`config.mk`:
```
export PLATFORM = sky130hd
export DESIGN_NAME = add_compare_datapath
export DESIGN_NICKNAME = d
export VERILOG_FILES = /design/src/rtl/add_compare_datapath.sv
export SDC_FILE = /design/constraint.sdc
export NUM_CORES = 1
export LEC_CHECK = 0
export CORE_MARGIN = 8
export CORE_UTILIZATION = 48
export DETAILED_ROUTE_END_ITERATION = 8
export MAX_ROUTING_LAYER = met4
export PLACE_DENSITY = 0.83
export SYNTH_ARGS = -nofsm -noshare
export SYNTH_HDL_FRONTEND = slang
export SYNTH_SLANG_ARGS = --single-unit
```
`constraint.sdc`:
```
create_clock -name CLK -period 2.6 [get_ports CLK]
set_input_delay 0.65 -clock CLK [delete_from_list [all_inputs] [get_ports CLK]]
set_output_delay 0.65 -clock CLK [all_outputs]
set_load 0.02 [all_outputs]
```
`src/rtl/add_compare_datapath.sv`:
```
// One-pair operand buffer feeding a registered WIDTH+1 bit adder and an unsigned
// less-than compare, driven by we/s strobes from an external control unit.
module add_compare_datapath #(
    parameter int WIDTH = 8
) (
    input  logic             CLK,
    input  logic             reset_n,
    input  logic             in_valid,
    output logic             in_ready,
    input  logic [WIDTH-1:0] in_a,
    input  logic [WIDTH-1:0] in_b,
    input  logic [WIDTH:0]   limit,
    input  logic             we,
    input  logic             s,
    output logic             x,
    output logic             x_valid,
    output logic [WIDTH:0]   sum,
    output logic [7:0]       op_count,
    output logic             err
);

    // Handshake: a pair transfers on a rising edge where in_valid and in_ready are both 1.
    // in_ready depends only on buf_full, so a consuming write never refills in the same cycle.
    logic             buf_full;
    logic [WIDTH-1:0] a_buf;
    logic [WIDTH-1:0] b_buf;

    logic accept;
    logic write_ok;
    logic write_bad;
    logic collide;

    assign in_ready  = ~buf_full;
    assign accept    = in_valid & ~buf_full;
    assign write_ok  = we & buf_full;
    assign write_bad = we & ~buf_full;
    assign collide   = we & s;

    always_ff @(posedge CLK or negedge reset_n) begin
        if (!reset_n) begin
            buf_full <= 1'b0;
            a_buf    <= '0;
            b_buf    <= '0;
        end else if (write_ok) begin
            buf_full <= 1'b0;
        end else if (accept) begin
            buf_full <= 1'b1;
            a_buf    <= in_a;
            b_buf    <= in_b;
        end
    end

    always_ff @(posedge CLK or negedge reset_n) begin
        if (!reset_n) begin
            sum      <= '0;
            op_count <= '0;
        end else if (write_ok) begin
            sum      <= {1'b0, a_buf} + {1'b0, b_buf};
            op_count <= op_count + 8'd1;
        end
    end

    // A we/s collision always leaves x_valid low, even if the write itself was rejected.
    always_ff @(posedge CLK or negedge reset_n) begin
        if (!reset_n) begin
            x       <= 1'b0;
            x_valid <= 1'b0;
        end else if (write_ok || collide) begin
            x_valid <= 1'b0;
        end else if (s && !we) begin
            x       <= (sum < limit);
            x_valid <= 1'b1;
        end
    end

    always_ff @(posedge CLK or negedge reset_n) begin
        if (!reset_n) begin
            err <= 1'b0;
        end else if (write_bad || collide) begin
            err <= 1'b1;
        end
    end

endmodule

```
==> results of run 1 <==
-- per-stage QoR --
step           hold slack, ns  total power, W  setup slack [ns]
2_1_floorplan           0.354         0.00157             0.672
3_3_place_gp            0.452         0.00199             0.409
3_5_place_dp            0.462         0.00201             0.355
4_1_cts                 0.474         0.00237             0.520
5_1_grt                 0.494         0.00252             0.450
6_report                0.443         0.00235             0.518
-- flip-flops by register name, indices dropped and copies added, names as in the netlist --
register and count:
buf_full 1, a_buf 8, x 1, b_buf 8
err 1, sum 9, op_count 8, x_valid 1
-- final cells by class --
type / instances / area (um2) / share of cell area, %
clock inverters: 1 / 5.00 / 0.193
inverters: 9 / 33.8 / 1.30
flip-flops and latches: 37 / 926 / 35.8
multi-input cells: 125 / 982 / 37.9
repair buffers: 52 / 510 / 19.7
clock buffers: 5 / 68.8 / 2.66
well taps: 50 / 62.6 / 2.42
-- report_power, final --
group,internal [W],total [W],switching (W)
sequential,0.000749,0.000904,0.000155
clock,0.000176,0.000354,0.000178
combinational,0.000558,0.00109,0.000532
-- cell usage in the layout (no fill, tap or decap), types with 2 or more instances in the layout --
master,synthesis,layout
a21oi_1,4,4
dfrtp_1,37,37
mux2_2,16,16
o21ai_0,10,10
nand2b_1,5,5
o31ai_1,2,2
xnor2_1,8,8
nor4b_1,2,2
inv_1,9,9
nand2_1,20,20
ha_1,17,17
o21bai_1,3,3
nand4_1,2,2
buf_4,0,2
a211oi_1,5,5
nor3_1,3,3
o31a_1,2,2
a21o_1,2,2
nand3_1,3,3
o21a_1,3,3
nor3b_1,3,3
clkdlybuf4s50_1,0,49
clkbuf_8,0,5
-- synthesized netlist by cell type, drive strengths merged (2+ instances only) --
master and count:
a21o 3, ha 17, nand3 3, nand2b 5, o31ai 2, o21a 3, a211oi 6, o21bai 3
mux2 16, o21ai 10, xnor2 8, inv 9, nor3 3, nand2 20, o31a 2, nor4b 2
dfrtp 37, a21oi 4, nor3b 3, buf 4, nand4 2
-- routing by layer --
layer	wire length (um)	up-vias	track usage, %
met5	0	-	-
met1	1740	700	15.4
met3	252	8	3.83
li1	-	738	-
met4	76	0	6.00
met2	1850	37	21.2
-- cells by family after synthesis --
group,count (synthesis),share of synthesized area [%]
buffers and inverters,13,2.74
and+or+nand+nor,45,12.1
muxes,17,9.69
adders and majority gates,18,11.9
AOI/OAI and AO/OA,37,12.9
DFF,37,47.2
xor gates and xnor gates,8,3.57
-- worst paths after layout --
check                                  from          end  slack, ns
worst max-delay path               a_buf[0]       sum[8]       0.52
worst min-delay path                reset_n     b_buf[0]       0.44
worst max register to register     a_buf[0]       sum[8]       0.52
worst min register to register  op_count[7]  op_count[7]       0.47
max in group asynchronous           reset_n  op_count[4]       1.66
min in group CLK                op_count[7]  op_count[7]       0.47
==> results.sh, run 1 <==
export IMPL_clock_skew_ns=0.00246
export IMPL_syn_to_final_growth_pct=32.0
export IMPL_maxSlewHeadroom_pct=48.0
export IMPL_crit_fanout=3
export IMPL_wirelength_um=3920
export IMPL_finalHoldViolCount=0
export IMPL_die_y_um=79.9
export IMPL_synthCells=175
export IMPL_path_common_cell="o31a_1"
export IMPL_fin_crit_ns=2.08
export IMPL_first_pass_iters=5
export IMPL_cts_hold_buf=0
export IMPL_status="finished clean"
export IMPL_yosys_area_top_type_share_pct=47.2
export IMPL_placeableCoreArea_um2=3970
export IMPL_clkSlewWorstSetupHoldPaths_ns=0.06
export IMPL_path_delay_family="compound AO/OA/AOI/OAI gates"
export IMPL_ys_warn_count=0
export IMPL_layout_cells_non_filler=279
export IMPL_required_ns=2.77
export IMPL_synth_edf_count=0
export IMPL_synth_area_top_cells="dfrtp_1 (47%), ha_1 (11%), mux2_2 (9.2%)"
export IMPL_worstMarginPinSlew_ns=0.780
export IMPL_globalplace_congestion=0.842
export IMPL_fin_util_pct=65.2
export IMPL_critPathMaxStageDelay_ns=0.45
export IMPL_post_drt_via_cell_ratio=5.32
export IMPL_drive_above_1_share_pct=11.8
export IMPL_async_flop_share_pct=100
export IMPL_synthDistinctLibCells=36
export IMPL_syn_num_nets=223
export IMPL_syn_area_per_cell_um2=11.2
export IMPL_cts_buffer_depth=2
export IMPL_yosys_area_top_type="dfrtp_1"
export IMPL_num_rows=23
export IMPL_crit_chain="ha_1, fa_1, a211oi_2, nor2_1, o31a_1, o31a_1"
export IMPL_cts_buffers=5
export IMPL_netlist_area_um2=1960
export IMPL_cts_sinks=37
export IMPL_final_area_um2=2590
export IMPL_ant_nets=0
export IMPL_cts_resized=0
export IMPL_clock_tree_htree_level_count=2
export IMPL_min_path_type="primary input to async pin"
export IMPL_cp_depth=6
export IMPL_slew_violations=0
export IMPL_n_antenna_cell=0
export IMPL_cp_end_kind="flip-flop"
export IMPL_leakage_nw=1.13
export IMPL_post_cts_setup_buffers=0
export IMPL_dp_cells=273
export IMPL_cts_root_buf="clkbuf_8"
export IMPL_fin_crit_sh_pct=80.1
export IMPL_ys_seq_area_share_pct=47.2
export IMPL_p_per_area_nw_per_um2=907
export IMPL_portBuffers=50
export IMPL_io_pins=51
export IMPL_postPlaceCellArea_um2=2510
export IMPL_clk_latency_ns=0.28
export IMPL_gr_total_overflow=0
export IMPL_max_cap_viol_count=0
export IMPL_max_freq_ghz=0.480
export IMPL_die_w_um=79.9
export IMPL_crit_buf_inv=0
export IMPL_cts_tree="built"
export IMPL_nFillCells=325
export IMPL_routed_via_count=1483
export IMPL_grt_pass1_vias=1502
export IMPL_die_area_um2=6390
export IMPL_grt_start_max_net_pins=38
export IMPL_critPathKind="flip-flop to flip-flop"
export IMPL_worst_ep_arrival_time_ns=2.25
export IMPL_rr_worst_depth=6
export IMPL_ys_dominant_reg_cell="dfrtp_1"
export IMPL_route_detailed_drc=0
export IMPL_ir_worst_vdd_mv=0.422
export IMPL_setup_violations=0
export IMPL_synth_seq_cells=37
export IMPL_grt_usage_pct=13.4
export IMPL_initial_core_util_pct=49.4
export IMPL_dr_first_iter_drc_count=76
export IMPL_nNetsFinal=278
export IMPL_hpwlAfterDp_um=3130
export IMPL_antenna_found_initial=0
export IMPL_critPathSlowestCell="fa_1"
export IMPL_fin_tns_setup_ns=0
export IMPL_start_kind="flip-flop"
export IMPL_wl_per_cell_um=14.0
export IMPL_rsz0062_at_grt="no"
export IMPL_grt_pass1_wl_um=6660
Note: power is estimated with default switching activity, not from simulation.
==> run 2, diff against run 1 <==
clock period = 2.1 ns   (was 2.6 ns; I/O delays follow)
==> results.sh, run 2 (synthesis results as in run 1) <==
export IMPL_route_detailed_drc=0
export IMPL_initial_core_util_pct=49.4
export IMPL_clkSlewWorstSetupHoldPaths_ns=0.07
export IMPL_mostFrequentLayoutCells="clkdlybuf4s50_1 (49), dfrtp_1 (37), nand2_1 (20)"
export IMPL_fin_tns_setup_ns=0
export IMPL_clock_skew_ns=0.00789
export IMPL_dr_first_iter_drc_count=48
export IMPL_min_path_type="primary input to async pin"
export IMPL_finalHoldViolCount=0
export IMPL_syn_to_final_growth_pct=34.1
export IMPL_crit_fanout=3
export IMPL_p_int_w=0.00189
export IMPL_largest_register_ff_count=9
export IMPL_n_antenna_cell=0
export IMPL_post_drt_via_cell_ratio=5.21
export IMPL_rr_worst_depth=6
export IMPL_seq_power_share_pct=37.6
export IMPL_max_freq_ghz=0.497
export IMPL_cp_end_kind="flip-flop"
export IMPL_fin_ws_ns=0.0864
export IMPL_portBuffers=50
export IMPL_placeableCoreArea_um2=3970
export IMPL_hold_slack_ns=0.272
export IMPL_cts_hold_buf=0
export IMPL_wl_per_cell_um=14.4
export IMPL_grt_usage_pct=14.2
export IMPL_maxSlewHeadroom_pct=69.1
export IMPL_p_per_area_nw_per_um2=1130
export IMPL_drive_above_1_share_pct=13.2
export IMPL_nNetsFinal=282
export IMPL_rsz0062_at_grt="no"
export IMPL_hpwlAfterDp_um=3220
export IMPL_cts_root_buf="clkbuf_8"
export IMPL_mostFrequentLayoutCell="clkdlybuf4s50_1"
export IMPL_grt_pass1_wl_um=6900
export IMPL_fin_crit_sh_pct=95.9
export IMPL_slew_violations=0
export IMPL_critPathSlowestCell="fa_1"
export IMPL_post_cts_setup_buffers=0
export IMPL_critPathKind="flip-flop to flip-flop"
export IMPL_sw_frac_of_total_pct=36.7
export IMPL_die_y_um=79.9
export IMPL_ant_nets=0
export IMPL_wirelength_um=4100
export IMPL_r2r_end="sum[8]"
export IMPL_die_w_um=79.9
export IMPL_r2r_slack_ns=0.09
export IMPL_clock_tree_htree_level_count=2
export IMPL_die_area_um2=6390
export IMPL_worst_ep_arrival_time_ns=2.19
export IMPL_globalplace_congestion=0.790
export IMPL_worstMarginPinSlew_ns=0.463
export IMPL_fin_crit_ns=2.01
export IMPL_routed_via_count=1479
export IMPL_critPathMaxStageDelay_ns=0.43
export IMPL_p_total_w=0.00298
export IMPL_power_frac_clock_pct=16.8
export IMPL_max_cap_viol_count=0
export IMPL_cts_sinks=37
export IMPL_grt_pass1_vias=1531
export IMPL_top_register="sum"
export IMPL_first_pass_iters=4
export IMPL_start_kind="flip-flop"
export IMPL_cts_buffers=5
export IMPL_ir_worst_vdd_mv=0.554
export IMPL_combPwrFrac_pct=45.6
export IMPL_path_common_cell="o31a_1"
export IMPL_antenna_found_initial=0
export IMPL_required_ns=2.27
export IMPL_leakage_nw=1.15
export IMPL_grt_start_max_net_pins=38
export IMPL_reg2reg_from="a_buf[0]"
export IMPL_pre_cts_slack_ns=0.101
export IMPL_io_pins=51
export IMPL_p_sw_w=0.00110
export IMPL_gr_total_overflow=0
export IMPL_setup_violations=0
export IMPL_status="finished clean"
export IMPL_cts_buffer_depth=2
export IMPL_crit_chain="ha_1, fa_1, a211oi_2, nor2_1, o31a_1, o31a_1"
export IMPL_num_rows=23
export IMPL_clk_latency_ns=0.29
export IMPL_cts_tree="built"
export IMPL_cts_resized=0
## run 2: worst max-delay path by stage
stage             end      from  slack [ns]  depth (start not counted)
2_1_floorplan  sum[8]  a_buf[0]        0.17                          6
3_5_place_dp   sum[8]  a_buf[0]        0.10                          6
5_1_grt        sum[8]  a_buf[0]       0.008                          6
4_1_cts        sum[8]  a_buf[0]        0.09                          6
3_3_place_gp   sum[8]  a_buf[0]        0.13                          6
6_report       sum[8]  a_buf[0]        0.09                          6
## run 2: final cells by class
type	instances	area, um2
clock buffers	7	86.3
flip-flops and latches	37	926
multi-input cells	125	982
repair buffers	56	541
well taps	50	62.6
inverters	9	33.8
fillers	321	1340
## run 2: power by group through the flow
stage	registers [W]	clock network [W]	logic [W]
floorplan	0.00126	0	0.000680
global placement	0.00112	0	0.00134
detailed placement	0.00114	0	0.00138
CTS	0.00112	0.000510	0.00138
global route	0.00116	0.000542	0.00150
finish	0.00112	0.000501	0.00136
## run 2: routing by layer
layer | track usage [%] | vias to the layer above | part of all wire (%) | wire (um)
met1 | 16.4 | 691 | 46 | 1900
met4 | 7.09 | 0 | 1.9 | 76
li1 | - | 749 | - | -
met5 | - | - | 0 | 0
met2 | 21.7 | 32 | 47 | 1910
met3 | 4.39 | 7 | 5.0 | 203
## run 2: stage by stage
| step | utilization, % | std cells | instance area (um2) |
|---|---|---|---|
| after detailed placement | 64.1 | 277 | 2540 |
| after global routing | 66.3 | 284 | 2630 |
| final | 66.3 | 284 | 2630 |
| after CTS | 66.3 | 284 | 2630 |
| after global placement | 64.1 | 277 | 2540 |
| after floorplan | - | 175 | 1960 |
## run 2: worst max-delay path: cells and delay by family, from the launching register on
kind | cells | cell delay (ns)
and+or+nand+nor | 1 | 0.09
AOI/OAI and AO/OA | 3 | 0.75
DFF | 1 | 0.38
adders and majority gates | 2 | 0.67
